===== config.mk =====
export PLATFORM = sky130hd
export DESIGN_NAME = fp_posit_norm
export DESIGN_NICKNAME = d
export VERILOG_FILES = /design/src/rtl/fp_posit_norm.sv
export SDC_FILE = /design/constraint.sdc
export NUM_CORES = 1
export LEC_CHECK = 0
export CAP_MARGIN = 20
export CELL_PAD_IN_SITES_DETAIL_PLACEMENT = 2
export CELL_PAD_IN_SITES_GLOBAL_PLACEMENT = 2
export CORE_MARGIN = 2
export CORE_UTILIZATION = 40
export CTS_BUF_LIST = sky130_fd_sc_hd__clkbuf_2 sky130_fd_sc_hd__clkbuf_4 sky130_fd_sc_hd__clkbuf_8
export DETAILED_ROUTE_END_ITERATION = 8
export GPL_TIMING_DRIVEN = 0
export MAX_ROUTING_LAYER = met4
export PLACE_DENSITY_LB_ADDON = 0.1
export SETUP_SLACK_MARGIN = 0.2
export SYNTH_ARGS = -nofsm -noshare
export SYNTH_HDL_FRONTEND = slang
export SYNTH_SLANG_ARGS = --single-unit

===== constraint.sdc =====
create_clock -name clk -period 6.5 [get_ports clk]
set_clock_uncertainty 0.15 [all_clocks]
set_input_delay 1.3 -clock clk [delete_from_list [all_inputs] [get_ports clk]]
set_output_delay 1.3 -clock clk [all_outputs]
set_load 0.005 [all_outputs]

===== src/rtl/fp_posit_norm.sv =====
// rtl/fp_posit_norm.sv - normalizes accumulator fixed-point output to binary16
// Ports: clk/rst (async active-high); in_valid, sign_in, exp_in, fixed_point_in
// from the accumulator; out_valid, fp_out {sign, exp, man}, ovf (to infinity),
// unf (nonzero flushed to zero). Four register levels, one result per cycle.
module fp_posit_norm #(
  parameter int ACC_W    = 32,
  parameter int EXP_W    = 5,
  parameter int FRAC_POS = 10,
  parameter int BIAS     = 15
) (
  input  logic             clk,
  input  logic             rst,
  input  logic             in_valid,
  input  logic             sign_in,
  input  logic [EXP_W-1:0] exp_in,
  input  logic [ACC_W-1:0] fixed_point_in,
  output logic             out_valid,
  output logic [15:0]      fp_out,
  output logic             ovf,
  output logic             unf
);

  localparam int MAN_W = 10;
  localparam int P_W   = $clog2(ACC_W);
  localparam int E_W   = EXP_W + 3;
  // First exponent code that no longer fits a finite binary16 value.
  localparam logic signed [E_W-1:0] E_OVF  = E_W'(2 * BIAS + 1);
  localparam logic signed [E_W-1:0] E_FRAC = E_W'(FRAC_POS);

  // Stage 1: registered inputs plus leading-one position and zero flag.
  logic             v1_d, v1_q, sign1_d, sign1_q, z1_d, z1_q;
  logic [EXP_W-1:0] exp1_d, exp1_q;
  logic [ACC_W-1:0] fx1_d, fx1_q;
  logic [P_W-1:0]   p1_d, p1_q;

  // Stage 2: unbiased-to-output exponent and aligned mantissa with round bits.
  logic                  v2_d, v2_q, sign2_d, sign2_q, z2_d, z2_q;
  logic signed [E_W-1:0] e2_d, e2_q;
  logic [MAN_W-1:0]      man2_d, man2_q;
  logic                  g2_d, g2_q, s2_d, s2_q;

  // Stage 3: rounded mantissa and exponent; tiny3 remembers the pre-round e <= 0.
  logic                  v3_d, v3_q, sign3_d, sign3_q, z3_d, z3_q, tiny3_d, tiny3_q;
  logic signed [E_W-1:0] e3_d, e3_q;
  logic [MAN_W-1:0]      man3_d, man3_q;

  // Output stage: holds its value whenever no result is retiring.
  logic        out_valid_d, out_valid_q, ovf_d, ovf_q, unf_d, unf_q;
  logic [15:0] fp_out_d, fp_out_q;

  logic [P_W:0]     lsh;
  logic [ACC_W-1:0] aligned;
  logic             rnd_up;
  logic [MAN_W:0]   man_sum;

  always_comb begin
    v1_d    = in_valid;
    sign1_d = sign_in;
    exp1_d  = exp_in;
    fx1_d   = fixed_point_in;
    z1_d    = (fixed_point_in == '0);
    p1_d    = '0;
    for (int i = 0; i < ACC_W; i++) begin
      if (fixed_point_in[i]) p1_d = P_W'(i);
    end
  end

  always_comb begin
    v2_d    = v1_q;
    sign2_d = sign1_q;
    z2_d    = z1_q;
    e2_d    = E_W'(exp1_q) + E_W'(p1_q) - E_FRAC;
    // Shifting by ACC_W-p pushes the implicit leading one out of the word, so
    // the top bits are exactly the fraction, then guard, then sticky bits.
    // For p < MAN_W the zeros shifted in give guard = sticky = 0.
    lsh     = (P_W+1)'(ACC_W) - {1'b0, p1_q};
    aligned = fx1_q << lsh;
    man2_d  = aligned[ACC_W-1 -: MAN_W];
    g2_d    = aligned[ACC_W-1-MAN_W];
    s2_d    = |aligned[ACC_W-2-MAN_W:0];
  end

  always_comb begin
    v3_d    = v2_q;
    sign3_d = sign2_q;
    z3_d    = z2_q;
    tiny3_d = (e2_q <= 0);
    rnd_up  = g2_q & (s2_q | man2_q[0]);
    man_sum = {1'b0, man2_q} + (MAN_W+1)'(rnd_up);
    // A carry out means the significand rolled over to 2.0: man is already zero.
    man3_d  = man_sum[MAN_W-1:0];
    e3_d    = e2_q + E_W'(man_sum[MAN_W]);
  end

  always_comb begin
    out_valid_d = v3_q;
    fp_out_d    = fp_out_q;
    ovf_d       = ovf_q;
    unf_d       = unf_q;
    if (v3_q) begin
      if (z3_q) begin
        fp_out_d = 16'h0000;
        ovf_d    = 1'b0;
        unf_d    = 1'b0;
      end else if (tiny3_q) begin
        fp_out_d = {sign3_q, 15'h0000};
        ovf_d    = 1'b0;
        unf_d    = 1'b1;
      end else if (e3_q >= E_OVF) begin
        fp_out_d = {sign3_q, {EXP_W{1'b1}}, {MAN_W{1'b0}}};
        ovf_d    = 1'b1;
        unf_d    = 1'b0;
      end else begin
        fp_out_d = {sign3_q, e3_q[EXP_W-1:0], man3_q};
        ovf_d    = 1'b0;
        unf_d    = 1'b0;
      end
    end
  end

  always_ff @(posedge clk or posedge rst) begin
    if (rst) begin
      v1_q <= 1'b0; sign1_q <= 1'b0; z1_q <= 1'b0;
      exp1_q <= '0; fx1_q <= '0; p1_q <= '0;
      v2_q <= 1'b0; sign2_q <= 1'b0; z2_q <= 1'b0;
      e2_q <= '0; man2_q <= '0; g2_q <= 1'b0; s2_q <= 1'b0;
      v3_q <= 1'b0; sign3_q <= 1'b0; z3_q <= 1'b0; tiny3_q <= 1'b0;
      e3_q <= '0; man3_q <= '0;
      out_valid_q <= 1'b0; fp_out_q <= 16'h0000; ovf_q <= 1'b0; unf_q <= 1'b0;
    end else begin
      v1_q <= v1_d; sign1_q <= sign1_d; z1_q <= z1_d;
      exp1_q <= exp1_d; fx1_q <= fx1_d; p1_q <= p1_d;
      v2_q <= v2_d; sign2_q <= sign2_d; z2_q <= z2_d;
      e2_q <= e2_d; man2_q <= man2_d; g2_q <= g2_d; s2_q <= s2_d;
      v3_q <= v3_d; sign3_q <= sign3_d; z3_q <= z3_d; tiny3_q <= tiny3_d;
      e3_q <= e3_d; man3_q <= man3_d;
      out_valid_q <= out_valid_d; fp_out_q <= fp_out_d; ovf_q <= ovf_d; unf_q <= unf_d;
    end
  end

  assign out_valid = out_valid_q;
  assign fp_out    = fp_out_q;
  assign ovf       = ovf_q;
  assign unf       = unf_q;

endmodule


; ---- Word level (Yosys, flattened, before mapping)
; Cells that the tools add are included.
[op_classes]
reduce_logical = 2
bitwise_logic = 2
n_mux = 39
n_shift = 1
n_lt_le_gt_ge = 2
add_sub_neg = 5
[op_table]
columns = cell, n
row1 = two-way mux 5 bit, 30
row2 = zero test 32 bit, 1
row3 = left shift 32 x 6 -> 32 bit, 1
row4 = two-way mux 15 bit, 2
row5 = OR reduction 21 bit, 1
row6 = two-way mux 16 bit, 1
row7 = adder 10 x 1 -> 11 bit, 1
row8 = adder 8 x 1 -> 8 bit, 1
row9 = greater-or-equal comparator 8 x 6 -> 1 bit (second input constant), 1
row10 = less-or-equal comparator 7 x 1 -> 1 bit (second input constant), 1
row11 = subtractor 6 x 4 -> 7 bit (second input constant), 1
row12 = adder 5 x 5 -> 6 bit, 1
row13 = two-way mux 1 bit, 6
row14 = subtractor 6 x 5 -> 6 bit (first input constant), 1
row15 = bitwise AND 1 bit, 1
row16 = OR 1 bit, 1
[totals]
input_bits = 41
out_inout_bits = 19
reg_bits = 108

; ---- Logic depth before layout (Yosys ltp)
[logic_depth]
ltp_word = 31
mapped_depth = 14
mapped_depth_nobuf = 10

; ---- Worst setup path after synthesis
; No wires, ideal clock.
[synth_timing]
kind = flip-flop to flip-flop
from = register p1_q[0]
to = register s2_q
t_arrival_ns = 2.873
n_path_buf = 5
setup_slack_ns = 3.358
stages_incl_launch_ff = 14
setup_time_ns = 0.119
path_cell_list = dfrtp_1 > buf_6 > buf_6 > buf_6 > inv_1 > ha_1 > buf_2 > buf_1 > mux4_2 > nor4_1 > nand3_1 > o311ai_1 > a32oi_1 > o21a_1
[synth_between]
elab_chain_len = 3
[synth_lines]
columns = element, line
row1 = start: declaration, 34  ; logic [P_W-1:0] p1_d, p1_q;
row2 = start signal: assignment, 124  ; exp1_q <= '0; fx1_q <= '0; p1_q <= '0;
row3 = start signal: assignment, 132  ; exp1_q <= exp1_d; fx1_q <= fx1_d; p1_q <= p1_d;
row4 = subtractor 6 x 5 -> 6 bit, 76  ; lsh = (P_W+1)'(ACC_W) - {1'b0, p1_q};
row5 = left shift 32 x 6 -> 32 bit, 77  ; aligned = fx1_q << lsh;
row6 = OR reduction 21 bit, 80  ; s2_d = |aligned[ACC_W-2-MAN_W:0];
row7 = net s2_d, 40  ; logic g2_d, g2_q, s2_d, s2_q;
row8 = end signal: assignment, 126  ; e2_q <= '0; man2_q <= '0; g2_q <= 1'b0; s2_q <= 1'b0;
row9 = end signal: assignment, 134  ; e2_q <= e2_d; man2_q <= man2_d; g2_q <= g2_d; s2_q <= s2_d;
row10 = end: declaration, 40
; The timed path passes the listed nets, and every way through them passes these cells.
; A chain may end at the register's enable or synchronous reset.

; ---- Final worst setup path
; Same ends and word-level chain as after synthesis.

==> impl_metrics.json <==
{
  "cts.sinks": 108,
  "antenna_found_initial": 0,
  "wl_per_cell_um": 20.2,
  "die_w_um": 123,
  "period_share": 0.631,
  "dr.pass1.iters": 4,
  "post_cts_resized": 0,
  "clkTransAtPathRegs_ns": 0.10,
  "final_net_count": 634,
  "final_max_slew_viol_count": 0,
  "cts_buffers": 9,
  "start_kind": "register",
  "hold_buffers": 0,
  "cp_data_arrival_time_ns": 4.22,
  "dp_slack_ns": 2.43,
  "path_buf_inv": 6,
  "ioPinCount": 60,
  "fmax_mhz": 244,
  "synth_top_area_cell": "dfrtp_1",
  "utilization": 0.484,
  "netlist.area_leader.share": 0.478,
  "whs_path_depth": 0,
  "worstPathRequired_ns": 6.62,
  "first_iter_violations": 190,
  "slowest_delay_ns": 0.59,
  "synth_area_um2": 5660,
  "htreeDepth": 3,
  "synth_fp_nets": 563,
  "post_cts_buffers": 0,
  "place_congestion": 0.893,
  "cts_root_buf": "clkbuf_8",
  "track_usage": 0.228,
  "num_vias": 4221,
  "dieArea_um2": 15100,
  "setup_tns_ns": 0,
  "cts_tree": "built",
  "grt_pass1_vias": 4811,
  "cpMostUsedCell": "buf_6",
  "hold_viol_final": 0,
  "crit_cells": 13,
  "ys_seq_elements": 108,
  "layout-drive-gt1-share": 0.132,
  "reg2regPathDepth": 13,
  "port_buffers": 59,
  "cp-end-kind": "register",
  "max-clock-path-buffers": 2,
  "path_delay_family": "buffers and inverters",
  "remaining_drc_errors": 0,
  "rows": 43,
  "grt_max_degree": 73,
  "antenna_left": 0,
  "ys_seq_area_frac": 0.478,
  "final.min_clock_period_ns": 4.10,
  "path_max_fanout": 10,
  "leakage_nw": 2.83,
  "setup_slack_ns": 2.40,
  "hold_ws_ns": 0.212,
  "grt_pass1_wl_um": 25300,
  "routed_wl_um": 15400,
  "hold_path_class": "reg -> reg",
  "viasPerCell": 5.54,
  "overflow": 0,
  "die_h_um": 123,
  "slew_headroom": 0.366,
  "start_util": 0.409,
  "cap_violations": 0,
  "outcome": "complete, no violations",
  "clk-insertion-delay-late_ns": 0.39,
  "synth_cell_types": 56,
  "crit_chain": "buf_6 > buf_6 > buf_6 > inv_1 > ha_1 > buf_2 > buf_1 > mux4_2 > nor4_1 > nand3_1 > o311ai_1 > a32oi_1 > o21a_1",
  "power_density_nw_per_um2": 239,
  "hpwlAfterDp_um": 12400,
  "setup_viol": 0,
  "antenna_cells": 0,
  "ys_warn_count": 0,
  "path_class": "reg -> reg",
  "syn_avg_cell_area_um2": 11.2,
  "core_um2": 13800,
  "synth_area_leaders": "dfrtp_1, mux4_2, nand2_1",
  "syn_inst": 507,
  "rsz0062_at_grt": "false",
  "worst_pin_slew_ns": 0.944,
  "vdd_drop_max_uv": 112,
  "area_growth_pct": 18.4,
  "worst_path_max_delay_cell": "dfrtp_1"
}
registers in the layout (all words and copies together), names as in the netlist, 5 cells and up:
signal / count
e2_q: 7
p1_q: 5
exp1_q: 5
e3_q: 8
fp_out: 16
man2_q: 10
fx1_q: 32
man3_q: 10
cells in the mapped netlist, drive strengths merged:
| library cell | instances |
|---|---|
| buf | 11 |
| a21oi | 23 |
| a311oi | 1 |
| mux2i | 13 |
| clkbuf | 10 |
| o32ai | 1 |
| nand2 | 61 |
| fa | 1 |
| xnor2 | 15 |
| o311ai | 2 |
| o21bai | 1 |
| o211ai | 10 |
| nand4 | 1 |
| or3 | 1 |
| nor3b | 3 |
| nor2b | 2 |
| o221a | 1 |
| o41ai | 1 |
| inv | 42 |
| a21o | 4 |
| mux2 | 8 |
| o31a | 1 |
| or4 | 1 |
| nor2 | 34 |
| a32oi | 1 |
| nor4b | 1 |
| and3 | 6 |
| nand3b | 2 |
| mux4 | 33 |
| dfrtp | 108 |
| nor4 | 9 |
| xor2 | 7 |
| ha | 14 |
| nand2b | 2 |
| nand3 | 17 |
| o21a | 4 |
| or2 | 1 |
| a31oi | 4 |
| o21ai | 26 |
| a211oi | 4 |
| o22ai | 2 |
| and2 | 3 |
| o31ai | 4 |
| nor3 | 11 |
layout by cell type (no fill, tap or decap), drive strengths merged, types with 3 or more instances in the layout:
cell type and instances:
a211oi 4, a21o 4, a21oi 23, a31oi 4, and2 3, and3 6
buf 12, clkbuf 20, clkdlybuf4s50 59, dfrtp 108, ha 14, inv 43
mux2 8, mux2i 13, mux4 33, nand2 61, nand3 17, nor2 34
nor3 11, nor3b 3, nor4 9, o211ai 10, o21a 4, o21ai 26
o31ai 4, xnor2 15, xor2 7
layout make-up:
type                            instances  area [µm²]
Fill cell                            1420        7130
Sequential cell                       108        2700
Multi-Input combinational cell        336        2680
Timing Repair Buffer                   60         618
Tap cell                              180         225
Inverter                               42         160
Clock buffer                           10         131
Buffer                                 21         119
Clock inverter                          5        62.6
report_power, final:
part	total [mW]	switching, mW	internal, mW
Sequential	0.799	0.0523	0.747
Clock	0.415	0.232	0.183
Combinational	0.385	0.192	0.193
Total	1.60	0.476	1.12
worst paths after layout:
check	start	endpoint	slack (ns)
worst max-delay path	p1_q[0]	s2_q	2.40
worst min-delay path	z2_q	z3_q	0.21
worst max register to register	p1_q[0]	s2_q	2.40
worst min register to register	z2_q	z3_q	0.21
max in group asynchronous	rst	s2_q	4.34
min in group asynchronous	rst	fx1_q[24]	1.14
per-layer routing:
layer,vias up,track usage,part of all wire
met1,2156,0.256,0.40
met4,0,0.0876,0.027
met2,90,0.410,0.54
met3,32,0.0304,0.029
met5,-,-,0
li1,1943,-,-
logic make-up after synthesis:
family | count (synthesis) | synth area share
AOI/OAI and AO/OA | 90 | 0.101
DFF | 108 | 0.478
buffers and inverters | 63 | 0.0489
muxes | 54 | 0.174
adders and majority gates | 15 | 0.0345
and+or+nand+nor | 155 | 0.128
xor gates and xnor gates | 22 | 0.0354
metrics by stage:
step / power [mW] / instance area (µm²) / instances
after global routing: 1.69 / 6700 / 762
final: 1.60 / 6700 / 762
after CTS: 1.62 / 6700 / 762
after global placement: 1.17 / 6470 / 746
after detailed placement: 1.20 / 6500 / 747
after floorplan: 1.03 / 5660 / 507
No activity file was read; power rests on OpenSTA's default activity.
